`src/rtl/rx_frame_parser_if.sv`:
```
// Receive-side bundle for rx_frame_parser: octet stream in, payload stream and
// frame descriptors out. The master modport is the parser, slave is its environment.
interface rx_frame_parser_if #(
    parameter int LEN_W = 16
);
    logic [7:0]       byte_i;
    logic             byte_valid;
    logic             rx_er;
    logic             crs_dv;
    logic [7:0]       pay_data;
    logic             pay_valid;
    logic             desc_valid;
    logic             desc_ready;
    logic [LEN_W-1:0] desc_len;
    logic [15:0]      desc_type;
    logic [47:0]      desc_src_mac;
    logic [3:0]       desc_status;

    modport master (
        input  byte_i, byte_valid, rx_er, crs_dv, desc_ready,
        output pay_data, pay_valid, desc_valid, desc_len, desc_type, desc_src_mac, desc_status
    );

    modport slave (
        output byte_i, byte_valid, rx_er, crs_dv, desc_ready,
        input  pay_data, pay_valid, desc_valid, desc_len, desc_type, desc_src_mac, desc_status
    );
endinterface

```
`src/rtl/rx_frame_parser.sv`:
```
// RMII receive frame parser: header extraction, payload forwarding, per-frame descriptor FIFO.
// Optional destination-MAC filtering is compiled in by defining RX_MAC_FILTER_EN.
module rx_frame_parser #(
    parameter int LEN_W      = 16,
    parameter int MIN_LEN    = 60,
    parameter int MAX_LEN    = 1518,
    parameter int DESC_DEPTH = 4,
    parameter int EOF_GAP    = 4
) (
    input  logic              clk_50_mhz,
    input  logic              rst_n,
    rx_frame_parser_if.master bus,
    input  logic [47:0]       local_mac,
    output logic [15:0]       drop_count
);
    localparam int AW = (DESC_DEPTH > 1) ? $clog2(DESC_DEPTH) : 1;
    localparam int CW = AW + 1;
    localparam int GW = $clog2(EOF_GAP + 1);

    typedef enum logic [2:0] {SYNC, IDLE, HDR, PAYLOAD, DISCARD, FINISH} state_t;
    state_t state_reg, state_next;

    logic [GW-1:0]    gap_reg;
    logic [LEN_W-1:0] cnt_reg, cnt_inc;
    logic [111:0]     hdr_flat;
    logic             runt_reg, long_reg, err_reg;
    logic [7:0]       pay_data_reg;
    logic             pay_valid_reg;
    logic [15:0]      drop_reg;
    logic [CW-1:0]    fill_reg, fill_after;
    logic [AW-1:0]    wr_ptr_reg, rd_ptr_reg;
    logic             eof, start_frame, store_hdr, count_pay, push, pop, drop_inc, runt_eof;
    logic             full_chk, filter_reject, desc_valid_int, emit_pay;
    logic [47:0]      dst_mac;
    logic [3:0]       status_now;

    logic [LEN_W-1:0] len_mem    [DESC_DEPTH];
    logic [15:0]      type_mem   [DESC_DEPTH];
    logic [47:0]      src_mem    [DESC_DEPTH];
    logic [3:0]       status_mem [DESC_DEPTH];

    assign eof        = (gap_reg == GW'(EOF_GAP));
    assign cnt_inc    = (&cnt_reg) ? cnt_reg : cnt_reg + 1'b1;
    assign push       = (state_reg == FINISH);
    assign desc_valid_int = (fill_reg != '0);
    assign pop        = desc_valid_int && bus.desc_ready;
    // Occupancy after this cycle's push/pop, so a byte landing in FINISH sees the new entry.
    assign fill_after = fill_reg + {{AW{1'b0}}, push} - {{AW{1'b0}}, pop};
    assign full_chk   = (fill_after == CW'(DESC_DEPTH));
    assign emit_pay   = count_pay && (cnt_reg < LEN_W'(MAX_LEN));
    assign dst_mac    = hdr_flat[111:64];
    assign status_now = {&dst_mac, err_reg, long_reg, runt_reg || (cnt_reg < LEN_W'(MIN_LEN))};

`ifdef RX_MAC_FILTER_EN
    logic [47:0] dst_cand;
    assign dst_cand      = {hdr_flat[111:72], bus.byte_i};
    assign filter_reject = (dst_cand != local_mac) && (dst_cand != 48'hFFFF_FFFF_FFFF);
`else
    logic unused_local_mac;
    assign unused_local_mac = ^local_mac;
    assign filter_reject    = 1'b0;
`endif

    always_ff @(posedge clk_50_mhz) begin
        if (!rst_n) state_reg <= SYNC;
        else        state_reg <= state_next;
    end

    always_comb begin
        state_next  = state_reg;
        start_frame = 1'b0;
        store_hdr   = 1'b0;
        count_pay   = 1'b0;
        drop_inc    = 1'b0;
        runt_eof    = 1'b0;
        case (state_reg)
            SYNC: if (eof) state_next = IDLE;
            IDLE, FINISH: begin
                state_next = IDLE;
                if (bus.byte_valid) begin
                    if (full_chk) begin
                        state_next = DISCARD;
                        drop_inc   = 1'b1;
                    end else begin
                        state_next  = HDR;
                        start_frame = 1'b1;
                    end
                end
            end
            HDR: begin
                if (bus.byte_valid) begin
                    store_hdr = 1'b1;
                    if (cnt_reg == LEN_W'(5) && filter_reject) state_next = DISCARD;
                    else if (cnt_reg == LEN_W'(13))            state_next = PAYLOAD;
                end else if (eof) begin
                    state_next = FINISH;
                    runt_eof   = 1'b1;
                end
            end
            PAYLOAD: begin
                if (bus.byte_valid) count_pay  = 1'b1;
                else if (eof)       state_next = FINISH;
            end
            DISCARD: if (eof) state_next = IDLE;
            default: state_next = SYNC;
        endcase
    end

    // Header octets 0..13; octet 0 sits in the top byte of hdr_flat.
    genvar gi;
    for (gi = 0; gi < 14; gi++) begin : g_hdr
        logic [7:0] octet_reg;
        always_ff @(posedge clk_50_mhz) begin
            if (!rst_n)                                     octet_reg <= '0;
            else if (start_frame)                           octet_reg <= (gi == 0) ? bus.byte_i : 8'h00;
            else if (store_hdr && cnt_reg == LEN_W'(gi))    octet_reg <= bus.byte_i;
        end
        assign hdr_flat[8*(13-gi) +: 8] = octet_reg;
    end

    always_ff @(posedge clk_50_mhz) begin
        if (!rst_n) begin
            gap_reg       <= '0;
            cnt_reg       <= '0;
            runt_reg      <= 1'b0;
            long_reg      <= 1'b0;
            err_reg       <= 1'b0;
            pay_data_reg  <= '0;
            pay_valid_reg <= 1'b0;
            drop_reg      <= '0;
            fill_reg      <= '0;
            wr_ptr_reg    <= '0;
            rd_ptr_reg    <= '0;
        end else begin
            if (bus.crs_dv || bus.byte_valid) gap_reg <= '0;
            else if (!eof)                    gap_reg <= gap_reg + 1'b1;

            if (start_frame)                 cnt_reg <= LEN_W'(1);
            else if (store_hdr || count_pay) cnt_reg <= cnt_inc;

            if (start_frame) begin
                runt_reg <= 1'b0;
                long_reg <= 1'b0;
                err_reg  <= 1'b0;
            end else begin
                if (runt_eof)                 runt_reg <= 1'b1;
                if (count_pay && !emit_pay)   long_reg <= 1'b1;
                if (bus.rx_er && (state_reg == HDR || state_reg == PAYLOAD)) err_reg <= 1'b1;
            end

            pay_valid_reg <= emit_pay;
            if (emit_pay) pay_data_reg <= bus.byte_i;

            if (drop_inc && !(&drop_reg)) drop_reg <= drop_reg + 1'b1;

            fill_reg <= fill_after;
            if (push) wr_ptr_reg <= wr_ptr_reg + 1'b1;
            if (pop)  rd_ptr_reg <= rd_ptr_reg + 1'b1;
        end
    end

    always_ff @(posedge clk_50_mhz) begin
        if (push) begin
            len_mem[wr_ptr_reg]    <= cnt_reg;
            type_mem[wr_ptr_reg]   <= hdr_flat[15:0];
            src_mem[wr_ptr_reg]    <= hdr_flat[63:16];
            status_mem[wr_ptr_reg] <= status_now;
        end
    end

    // First-word fall-through view, forced to zero while empty.
    assign bus.desc_valid   = desc_valid_int;
    assign bus.desc_len     = desc_valid_int ? len_mem[rd_ptr_reg]    : '0;
    assign bus.desc_type    = desc_valid_int ? type_mem[rd_ptr_reg]   : '0;
    assign bus.desc_src_mac = desc_valid_int ? src_mem[rd_ptr_reg]    : '0;
    assign bus.desc_status  = desc_valid_int ? status_mem[rd_ptr_reg] : '0;
    assign bus.pay_data     = pay_data_reg;
    assign bus.pay_valid    = pay_valid_reg;
    assign drop_count       = drop_reg;
endmodule

```
`src/flat_wrapper.sv`:
```
// flat-port wrapper written by rule: the top's interface ports become plain ports
module rx_frame_parser_flat 
#(
    parameter int LEN_W      = 16,
    parameter int MIN_LEN    = 60,
    parameter int MAX_LEN    = 1518,
    parameter int DESC_DEPTH = 4,
    parameter int EOF_GAP    = 4
)
  (clk_50_mhz, rst_n, local_mac, drop_count, bus_byte_i, bus_byte_valid, bus_rx_er, bus_crs_dv, bus_desc_ready, bus_pay_data, bus_pay_valid, bus_desc_valid, bus_desc_len, bus_desc_type, bus_desc_src_mac, bus_desc_status);
  rx_frame_parser_if #(.LEN_W(LEN_W)) bus_i ();
  input  logic clk_50_mhz;
  input  logic rst_n;
  input  logic [47:0] local_mac;
  output logic [15:0] drop_count;
  input wire logic [$bits(bus_i.byte_i)-1:0] bus_byte_i;
  input wire logic [$bits(bus_i.byte_valid)-1:0] bus_byte_valid;
  input wire logic [$bits(bus_i.rx_er)-1:0] bus_rx_er;
  input wire logic [$bits(bus_i.crs_dv)-1:0] bus_crs_dv;
  input wire logic [$bits(bus_i.desc_ready)-1:0] bus_desc_ready;
  output wire logic [$bits(bus_i.pay_data)-1:0] bus_pay_data;
  output wire logic [$bits(bus_i.pay_valid)-1:0] bus_pay_valid;
  output wire logic [$bits(bus_i.desc_valid)-1:0] bus_desc_valid;
  output wire logic [$bits(bus_i.desc_len)-1:0] bus_desc_len;
  output wire logic [$bits(bus_i.desc_type)-1:0] bus_desc_type;
  output wire logic [$bits(bus_i.desc_src_mac)-1:0] bus_desc_src_mac;
  output wire logic [$bits(bus_i.desc_status)-1:0] bus_desc_status;
  assign bus_i.byte_i = bus_byte_i;
  assign bus_i.byte_valid = bus_byte_valid;
  assign bus_i.rx_er = bus_rx_er;
  assign bus_i.crs_dv = bus_crs_dv;
  assign bus_i.desc_ready = bus_desc_ready;
  assign bus_pay_data = bus_i.pay_data;
  assign bus_pay_valid = bus_i.pay_valid;
  assign bus_desc_valid = bus_i.desc_valid;
  assign bus_desc_len = bus_i.desc_len;
  assign bus_desc_type = bus_i.desc_type;
  assign bus_desc_src_mac = bus_i.desc_src_mac;
  assign bus_desc_status = bus_i.desc_status;
  rx_frame_parser #(.LEN_W(LEN_W), .MIN_LEN(MIN_LEN), .MAX_LEN(MAX_LEN), .DESC_DEPTH(DESC_DEPTH), .EOF_GAP(EOF_GAP)) u_core (.clk_50_mhz(clk_50_mhz), .rst_n(rst_n), .bus(bus_i), .local_mac(local_mac), .drop_count(drop_count));
endmodule
```
`config.mk`:
```
export PLATFORM = sky130hd
export DESIGN_NAME = rx_frame_parser_flat
export DESIGN_NICKNAME = d
export VERILOG_FILES = /design/src/rtl/rx_frame_parser_if.sv /design/src/rtl/rx_frame_parser.sv /design/src/flat_wrapper.sv
export SDC_FILE = /design/constraint.sdc
export NUM_CORES = 1
export LEC_CHECK = 0
export CAP_MARGIN = 10
export CORE_MARGIN = 1
export CORE_UTILIZATION = 40
export CTS_CLUSTER_SIZE = 24
export DETAILED_ROUTE_END_ITERATION = 16
export SLEW_MARGIN = 20
export SYNTH_ARGS = -nofsm -noshare
export SYNTH_HDL_FRONTEND = slang
export SYNTH_SLANG_ARGS = --single-unit
```
`constraint.sdc`:
```
create_clock -name clk_50_mhz -period 9 [get_ports clk_50_mhz]
set_input_delay 1.35 -clock clk_50_mhz [delete_from_list [all_inputs] [get_ports clk_50_mhz]]
set_output_delay 1.35 -clock clk_50_mhz [all_outputs]
set_load 0.01 [all_outputs]
```
Word level (Yosys, flattened, before mapping)
Memories as Yosys holds them, arrays and structs flattened. A register that Yosys moved wholly into a read port is not among the register bits.
Index checks and enable logic that the tools add are counted.

word-level totals
  bits in registers = 169
  memory bits (writable) = 336
  input port bits = 62
  output and inout port bits = 110
  logic and storage cells = 145
  memories = 4

operators by class
  add/sub/neg operators = 7
  order comparisons = 2
  equal/unequal tests = 24
  muxes and demuxes = 39
  bitwise logic cells = 2
  reductions and logical operators = 40

memory list
  memory             depth  bits a word  read ports  clocked after memory_dff  write ports  RTL line               text
  u_core.src_mem     4      48           1           1                         1            rx_frame_parser.sv:39  logic [47:0] src_mem [DESC_DEPTH];
  u_core.len_mem     4      16           1           1                         1            rx_frame_parser.sv:37  logic [LEN_W-1:0] len_mem [DESC_DEPTH];
  u_core.type_mem    4      16           1           1                         1            rx_frame_parser.sv:38  logic [15:0] type_mem [DESC_DEPTH];
  u_core.status_mem  4      4            1           1                         1            rx_frame_parser.sv:40  logic [3:0] status_mem [DESC_DEPTH];

operators with widths
  kind                                                   count
  == test 16 x 4 -> 1 bit (second input constant)        6
  == test 16 x 3 -> 1 bit (second input constant)        4
  two-way mux 48 bit                                     1
  AND reduction 48 bit                                   1
  adder 16 x 1 -> 16 bit (second input constant)         2
  == test 16 x 2 -> 1 bit (second input constant)        2
  two-way mux 16 bit                                     2
  AND reduction 16 bit                                   2
  two-way mux 3 bit                                      7
  logical AND 1 bit                                      19
  two-way mux 1 bit                                      17
  == test 16 x 1 -> 1 bit (second input constant)        1
  zero test 16 bit                                       1
  < comparator 16 x 11 -> 1 bit (second input constant)  1
  < comparator 16 x 6 -> 1 bit (second input constant)   1
  two-way mux 2 bit                                      8
  two-way mux 8 bit                                      2
  == test 3 bit (second input constant)                  4
  case mux 3 bit (4 select lines)                        1
  OR reduction 2 bit                                     4
  == test 3 x 2 -> 1 bit (second input constant)         2
  adder 2 x 1 -> 2 bit (second input constant)           2
  logical OR 1 bit                                       4
  two-way mux 4 bit                                      1
  other kinds (14)                                       19

Logic depth before layout (Yosys ltp)
Gate-level depths: netlist of the first run.

  word-level depth = 9
  mapped depth = 13
  depth with buffers taken out = 11

Least setup slack after synthesis of the first run
Ideal clock, no wire load.

  path kind = input-to-reg
  start point = in bus_desc_ready
  end point = reg u_core.drop_reg[14] (netlist: u_core.drop_count[14])
  setup time = 86 ps
  data arrival time = 3716 ps
  data required time = 8914 ps
  path slack = 5199 ps
  cell stages on the path = 10
  cell sequence = and2_1 ha_1 inv_1 ha_1 fa_1 xnor3_1 nand3_1 nor4_1 a31oi_1 a211oi_1

on the way
  word-level cells in the longest chain between the ends = 7

ends and longest elaborated chain
  element                    RTL line                text
  from (decl)                flat_wrapper.sv:20      input wire logic [$bits(bus_i.desc_ready)-1:0] bus_desc_ready;
  logical AND 1 bit          rx_frame_parser.sv:46   assign pop = desc_valid_int && bus.desc_ready;
  subtractor 3 x 1 -> 3 bit  rx_frame_parser.sv:48   assign fill_after = fill_reg + {{AW{1'b0}}, push} - {{AW{1'b0}}, pop};
  == test 3 bit              rx_frame_parser.sv:49   assign full_chk = (fill_after == CW'(DESC_DEPTH));
  two-way mux 1 bit          rx_frame_parser.sv:81   if (full_chk) begin
  two-way mux 1 bit          rx_frame_parser.sv:80   if (bus.byte_valid) begin
  two-way mux 1 bit          rx_frame_parser.sv:76   case (state_reg)
  logical AND 1 bit          rx_frame_parser.sv:154  if (drop_inc && !(&drop_reg)) drop_reg <= drop_reg + 1'b1;
  to (signal assigned)       rx_frame_parser.sv:154
  to (decl)                  rx_frame_parser.sv:29   logic [15:0] drop_reg;

No other way between the ends.
A chain may end at the register's enable or synchronous reset.

==> results of run 1 <==
worst max-delay path: stages, from the launching register on:
cell	delay, ns
dfxtp_4	0.78
buf_4	0.70
mux4_2	0.41
and2_1	0.21
clkdlybuf4s50_1	0.49
metrics by stage:
stage           util  power, uW
2_1_floorplan      -       3290
3_3_place_gp   0.443       4170
3_5_place_dp   0.443       4170
4_1_cts        0.478       6270
5_1_grt        0.478       6440
6_report       0.478       6160
per-layer routing:
| metal | track usage | wire length, um |
|---|---|---|
| met1 | 0.230 | 19000 |
| met2 | 0.284 | 20200 |
| met3 | 0.0275 | 1850 |
| met4 | 0.0541 | 951 |
| met5 | 0 | 0 |
cells in the mapped netlist, types with 12 or more instances:
master | number | area (um^2)
xnor2_1 | 27 | 236
nand3_1 | 26 | 130
nand4_1 | 30 | 188
mux2i_1 | 113 | 1130
ha_1 | 13 | 163
dfxtp_1 | 171 | 3420
mux4_2 | 84 | 1890
a21oi_1 | 12 | 60.1
and2_1 | 93 | 582
nor2_1 | 143 | 537
clkbuf_1 | 56 | 210
inv_1 | 20 | 75.1
edfxtp_1 | 336 | 10100
nand2_1 | 42 | 158
cells in the final DEF (no fill, tap or decap), types with 3 or more instances in the layout:
cell type and count:
buf_4 8, dfxtp_1 169, and2_4 4, a21oi_1 12, nor4_1 10, a211oi_1 11
clkbuf_16 55, and3_1 9, nand4_1 30, nor2_2 8, a31oi_1 4, nand3_1 26
clkbuf_8 8, nand2b_1 3, or3_1 3, o21ai_0 9, nor3_4 3, clkinvlp_4 4
clkinv_2 13, and2_1 89, clkbuf_1 13, clkdlybuf4s50_1 123, nor4b_1 3, mux2i_1 113
xnor2_1 27, ha_1 13, edfxtp_1 336, nand2_1 41, inv_1 20, nor3_1 8
nor2_1 143, and4_1 5, mux4_2 84
power by group:
group          switching [uW]  leakage [uW]  total, uW  internal, uW
Sequential               34.3       0.00381       2500          2470
Combinational             710       0.00244       1560           855
Clock                     879      0.000831       2090          1210
Total                    1620       0.00708       6160          4540
worst max path at each step:
| stage | from | endpoint | slack (ns) | depth (start not counted) |
|---|---|---|---|---|
| finish | register | bus_desc_src_mac[39] | 4.41 | 4 |
| global route | register | bus_desc_src_mac[7] | 4.26 | 4 |
| CTS | register | bus_desc_src_mac[47] | 4.35 | 4 |
| detailed placement | bus_desc_ready | u_core.drop_count[14] | 4.37 | 11 |
| global placement | bus_desc_ready | u_core.g_hdr[0].octet_reg[3] | 4.32 | 10 |
| floorplan | bus_desc_ready | u_core.drop_count[14] | 5.20 | 10 |
cell type report:
type / count / share of cell area
inverter: 21 / 0.00338
clock buffer: 76 / 0.0658
timing repair buffer: 131 / 0.0553
tap: 664 / 0.0356
multi-input combinational: 689 / 0.254
clock inverter: 22 / 0.00654
sequential: 507 / 0.579
logic make-up (layout without fill, tap and decap cells):
kind of cell | count (synthesis) | count (layout) | synth area share
flops | 507 | 507 | 0.685
simple gates | 402 | 402 | 0.107
mux | 197 | 197 | 0.153
buf+inv | 91 | 250 | 0.0175
compound gates | 47 | 47 | 0.0153
xor+xnor | 29 | 29 | 0.0136
fa+ha+maj | 14 | 14 | 0.00926
==> summary.txt, run 1 <==
Synthesis
  – Syn nets: 1363
  – Syn Inst Count: 1287
  – Sequential fraction of the synthesis area: 0.685
  – Top_reg_cell synth: edfxtp_1
  – EDFF count, synth: 336
  – Distinct cells, synth: 50
  – FF+latch count, synth: 507
  – Yosys warns: 0
  – Syn_area_per_cell: 15.3 um^2
  – FFs w/ async S/R, synth: 0
  – Mapped cell area: 0.0197 mm^2

Power and ir drop
  – LEAKAGE: 0.00708 uW
  – Pwr/cell area: 264 mW/mm^2
  – Peak supply drop: 0.145 mV

CTS
  – Clk buf depth: 3
  – Hold Buf Count CTS: 0
  – Cts repair resizes: 0
  – Total CTS buffers: 52
  – Clock root cell: clkbuf_16
  – Clk sinks: 507
  – CTS tree: yes
  – Postcts setup bufs: 0
  – H-tree depth: 2
  – Clock Latency Late Sink: 0.59 ns
  – Clk pin slew, worst setup/hold paths: 0.06 ns

Floorplan
  – Die height: 224 um
  – Die Wd: 224 um
  – DIE AREA: 0.0502 mm^2
  – I/O Pins: 172
  – Initial core utilization: 0.404
  – Area of the core: 0.0488 mm^2
  – Rows: 81

Worst setup path
  – Crit Path Class: register to output pin
  – Setup crit start kind: register
  – Reg-to-reg critical path startpoint: u_core.fill_reg[1]
  – CP required: 7.65 ns
  – Reg-to-reg endpoint: u_core.drop_count[14]
  – Setup crit end kind: output pin
  – R2r worst-path depth: 11
  – Critical Path AT: 3.24 ns
  – Max FO, Critical Path: 45
  – Reg-to-reg slack, setup: 4.81 ns

Drt
  – Drt initial violations: 686
  – DR DRC count: 0
  – DR vias/cell: 5.10
  – Drt wl/cell: 19.9 um
  – Post-DRT Antenna Nets: 0
  – Pre-antenna DRT Iters: 5
  – Vias: 10800
  – Total wire length: 42000 um

Place
  – Placed insts: 2012
  – Dpl cell area: 0.0216 mm^2
  – Post-Place Setup Slack: 4.37 ns
  – GPL Wtd Cong: 0.796
  – Post-DP HPWL: 23300 um
  – IO buf count: 123

STA
  – Pins Over Slew Limit: 0
  – RSZ-0062 raised after global routing: no
  – Setup ws final: 4.41 ns
  – Final hold viol count: 0
  – Min Tclk post-route: 4.59 ns
  – Fin crit share: 0.510
  – WHS: 0.470 ns
  – Worst-Margin Slew: 1.16 ns
  – Final Setup Violations: 0
  – Fmax: 0.218 GHz
  – Fin Clk Skew: 0.0173 ns
  – Setup TNS: 0 ns
  – Slew margin rel.: 0.225

Finish
  – Non-filler cells, final: 2110
  – Final Instance Area: 0.0233 mm^2
  – Layout area overhead: 18.3%
  – Reg area: 0.0135 mm^2
  – Net count, final: 1478
  – Multi-input gate area: 0.00594 mm^2
  – Share of layout cells above drive strength 1: 0.142
  – Fillers: 4244
  – # diodes: 0
  – Max reg flops: 192

Global routing
  – Antenna violations before repair: 1
  – First-pass GRT wire length: 65400 um
  – Largest net degree at the start of global routing: 123
  – All-Layer GR Usage: 0.171
  – Vias in the first global route: 11100
  – Congestion Overflow GR: 0

Worst hold path
  – Hold EP: u_core.bus.pay_data[7]
  – Hold/Removal Path Class: register to register
  – WHS Path Cells: 2
  – Worst hold start: u_core.bus.pay_data[7]

Outcome
  – Status: completed

Flow run
  – Max-Cap Viols: 0
Power figures use the tool's default switching activity.
==> run 2: changes to the inputs <==
==> constraint.sdc (replaced) <==
create_clock -name clk_50_mhz -period 3.85 [get_ports clk_50_mhz]
set_input_delay 0.5775 -clock clk_50_mhz [delete_from_list [all_inputs] [get_ports clk_50_mhz]]
set_output_delay 0.5775 -clock clk_50_mhz [all_outputs]
set_load 0.01 [all_outputs]
==> summary.txt, run 2 (synthesized netlist as in run 1, its figures left out) <==
Finish
  – Commonest non-fill, non-tap cell in the layout: edfxtp_1 (unchanged)
  – # diodes: 0 (unchanged)
  – Final Instance Area: 0.0237 mm^2 (was 0.0233 mm^2)
  – Multi-input gate area: 0.00591 mm^2 (was 0.00594 mm^2)
  – Fillers: 4268 (was 4244)
  – Net count, final: 1505 (was 1478)
  – Max reg flops: 192 (unchanged)
  – Share of layout cells above drive strength 1: 0.148 (was 0.142)
  – Layout area overhead: 19.8% (was 18.3%)
  – Most frequent cells in the layout: 336 x edfxtp_1, 169 x dfxtp_1, 143 x nor2_1 (unchanged)
  – Reg area: 0.0135 mm^2 (unchanged)

STA
  – Slew margin rel.: 0.271 (was 0.225)
  – Worst-Margin Slew: 1.09 ns (was 1.16 ns)
  – Min Tclk post-route: 3.45 ns
  – Pins Over Slew Limit: 0 (unchanged)
  – RSZ-0062 raised after global routing: no (unchanged)
  – Fmax: 0.290 GHz
  – Final hold viol count: 0 (unchanged)
  – Fin crit share: 0.897
  – Setup TNS: 0 ns (unchanged)
  – Final Setup Violations: 0 (unchanged)
  – Fin Clk Skew: 0.0141 ns (was 0.0173 ns)

Floorplan
  – I/O Pins: 172 (unchanged)
  – Area of the core: 0.0488 mm^2 (unchanged)
  – DIE AREA: 0.0502 mm^2 (unchanged)
  – Rows: 81 (unchanged)
  – Die Wd: 224 um (unchanged)
  – Die height: 224 um (unchanged)
  – Initial core utilization: 0.404 (unchanged)

Worst setup path
  – CP dominant cell by count: ha_1
  – CP required: 4.31 ns (was 7.65 ns)
  – Crit Path Class: register to register (was register to output pin)
  – Max FO, Critical Path: 6 (was 45)
  – CP max stage delay: 0.48 ns (was 0.78 ns)
  – CP cell instances: or3_2 > and2_1 > ha_1 > inv_1 > ha_1 > fa_1 > xnor3_1 > nand3_1 > buf_4 > a21oi_1 > xnor2_1 > nor2_1 (was buf_4 > mux4_2 > and2_1 > clkdlybuf4s50_1)
  – Setup crit start kind: register (unchanged)
  – Critical Path AT: 3.91 ns (was 3.24 ns)
  – Setup crit end kind: register (was output pin)
  – Crit-path slowest cell: xnor3_1 (was dfxtp_4)

Global routing
  – All-Layer GR Usage: 0.172 (was 0.171)
  – Congestion Overflow GR: 0 (unchanged)
  – Vias in the first global route: 11000 (was 11100)
  – Largest net degree at the start of global routing: 86 (was 123)
  – Antenna violations before repair: 0 (was 1)
  – First-pass GRT wire length: 65500 um (was 65400 um)

CTS
  – Cts repair resizes: 0 (unchanged)
  – H-tree depth: 2 (unchanged)
  – Total CTS buffers: 51 (was 52)
  – Hold Buf Count CTS: 0 (unchanged)
  – Postcts setup bufs: 0 (unchanged)
  – CTS tree: yes (unchanged)
  – Clock Latency Late Sink: 0.59 ns (about the same)
  – Clock root cell: clkbuf_16 (unchanged)
  – Clk buf depth: 3 (unchanged)
  – Clk pin slew, worst setup/hold paths: 0.06 ns (about the same)
  – Clk sinks: 507 (unchanged)

Drt
  – DR vias/cell: 5.12 (was 5.10)
  – Total wire length: 42400 um (was 42000 um)
  – Drt wl/cell: 19.8 um (was 19.9 um)
  – Post-DRT Antenna Nets: 0 (unchanged)
  – Vias: 10900 (was 10800)
  – Pre-antenna DRT Iters: 5 (unchanged)
  – Drt initial violations: 562 (was 686)
  – DR DRC count: 0 (unchanged)

Outcome
  – Status: completed (unchanged)

Worst hold path
  – Hold/Removal Path Class: register to register (unchanged)

Place
  – GPL Wtd Cong: 0.830 (was 0.796)
  – Post-DP HPWL: 24700 um (was 23300 um)
  – IO buf count: 123 (unchanged)
  – Dpl cell area: 0.0220 mm^2 (was 0.0216 mm^2)

Power and ir drop
  – Pwr/cell area: 615 mW/mm^2 (was 264 mW/mm^2)
  – Peak supply drop: 0.382 mV (was 0.145 mV)
  – LEAKAGE: 0.00729 uW (was 0.00708 uW)

Flow run
  – Max-Cap Viols: 0 (unchanged)
-- run 2: changes by cell type in the layout (fill, tap and decap cells not counted), sizes merged --
cell | before | now
clkbuf | 76 | 72
clkinvlp | 4 | 0
clkinv | 15 | 18
inv | 23 | 21
bufinv | 1 | 5
buf | 8 | 36
-- run 2: metal layers --
metal | global-route usage | routed length [um] | share of wire
met1 | 0.231 | 19300 | 0.46
met2 | 0.291 | 20700 | 0.49
met3 | 0.0320 | 1840 | 0.043
met4 | 0.0345 | 529 | 0.012
met5 | 0 | 0 | 0
-- run 2: cell type report --
type	instances	share of cell area
Timing Repair Buffer	159	0.0693
Inverter	21	0.00333
Tap cell	664	0.0351
Sequential cell	507	0.572
Clock buffer	72	0.0603
Clock inverter	23	0.0104
Multi-Input combinational cell	689	0.250
-- run 2: worst max-delay path: cells and delay by family, from the launching register on --
kind / cells / cell delay, ns
adders and majority gates: 3 / 0.82
DFF: 1 / 0.34
AOI/OAI and AO/OA: 1 / 0.26
xor gates and xnor gates: 2 / 0.64
buffers and inverters: 2 / 0.28
and+or+nand+nor: 4 / 1.01
-- run 2: power breakdown --
part / switching [uW] / leakage, uW / internal [uW]
clock network: 2010 / 0.000816 / 2910
registers: 114 / 0.00386 / 5770
logic: 1650 / 0.00262 / 2090
-- run 2: path summary, 6_finish.rpt --
path                                              from                      to  slack [ns]  cells after the start
worst max-delay path                u_core.fill_reg[1]    u_core.drop_count[0]        0.40                     12
worst min-delay path            u_core.bus.pay_data[7]  u_core.bus.pay_data[7]        0.46                      2
worst max register to register      u_core.fill_reg[1]    u_core.drop_count[0]        0.40                     12
worst min register to register  u_core.bus.pay_data[7]  u_core.bus.pay_data[7]        0.46                      2
-- run 2: metrics by stage --
step / hold WS (ns) / setup WS [ns] / util / total power (uW) / std cells
2_1_floorplan: 0.438 / 0.620 / - / 7700 / 1287
5_1_grt: 0.491 / 0.119 / 0.484 / 15200 / 2135
3_3_place_gp: 0.446 / 0.306 / 0.450 / 9840 / 2040
6_report: 0.461 / 0.398 / 0.484 / 14600 / 2135
4_1_cts: 0.464 / 0.346 / 0.484 / 14800 / 2135
3_5_place_dp: 0.451 / 0.257 / 0.450 / 9860 / 2040
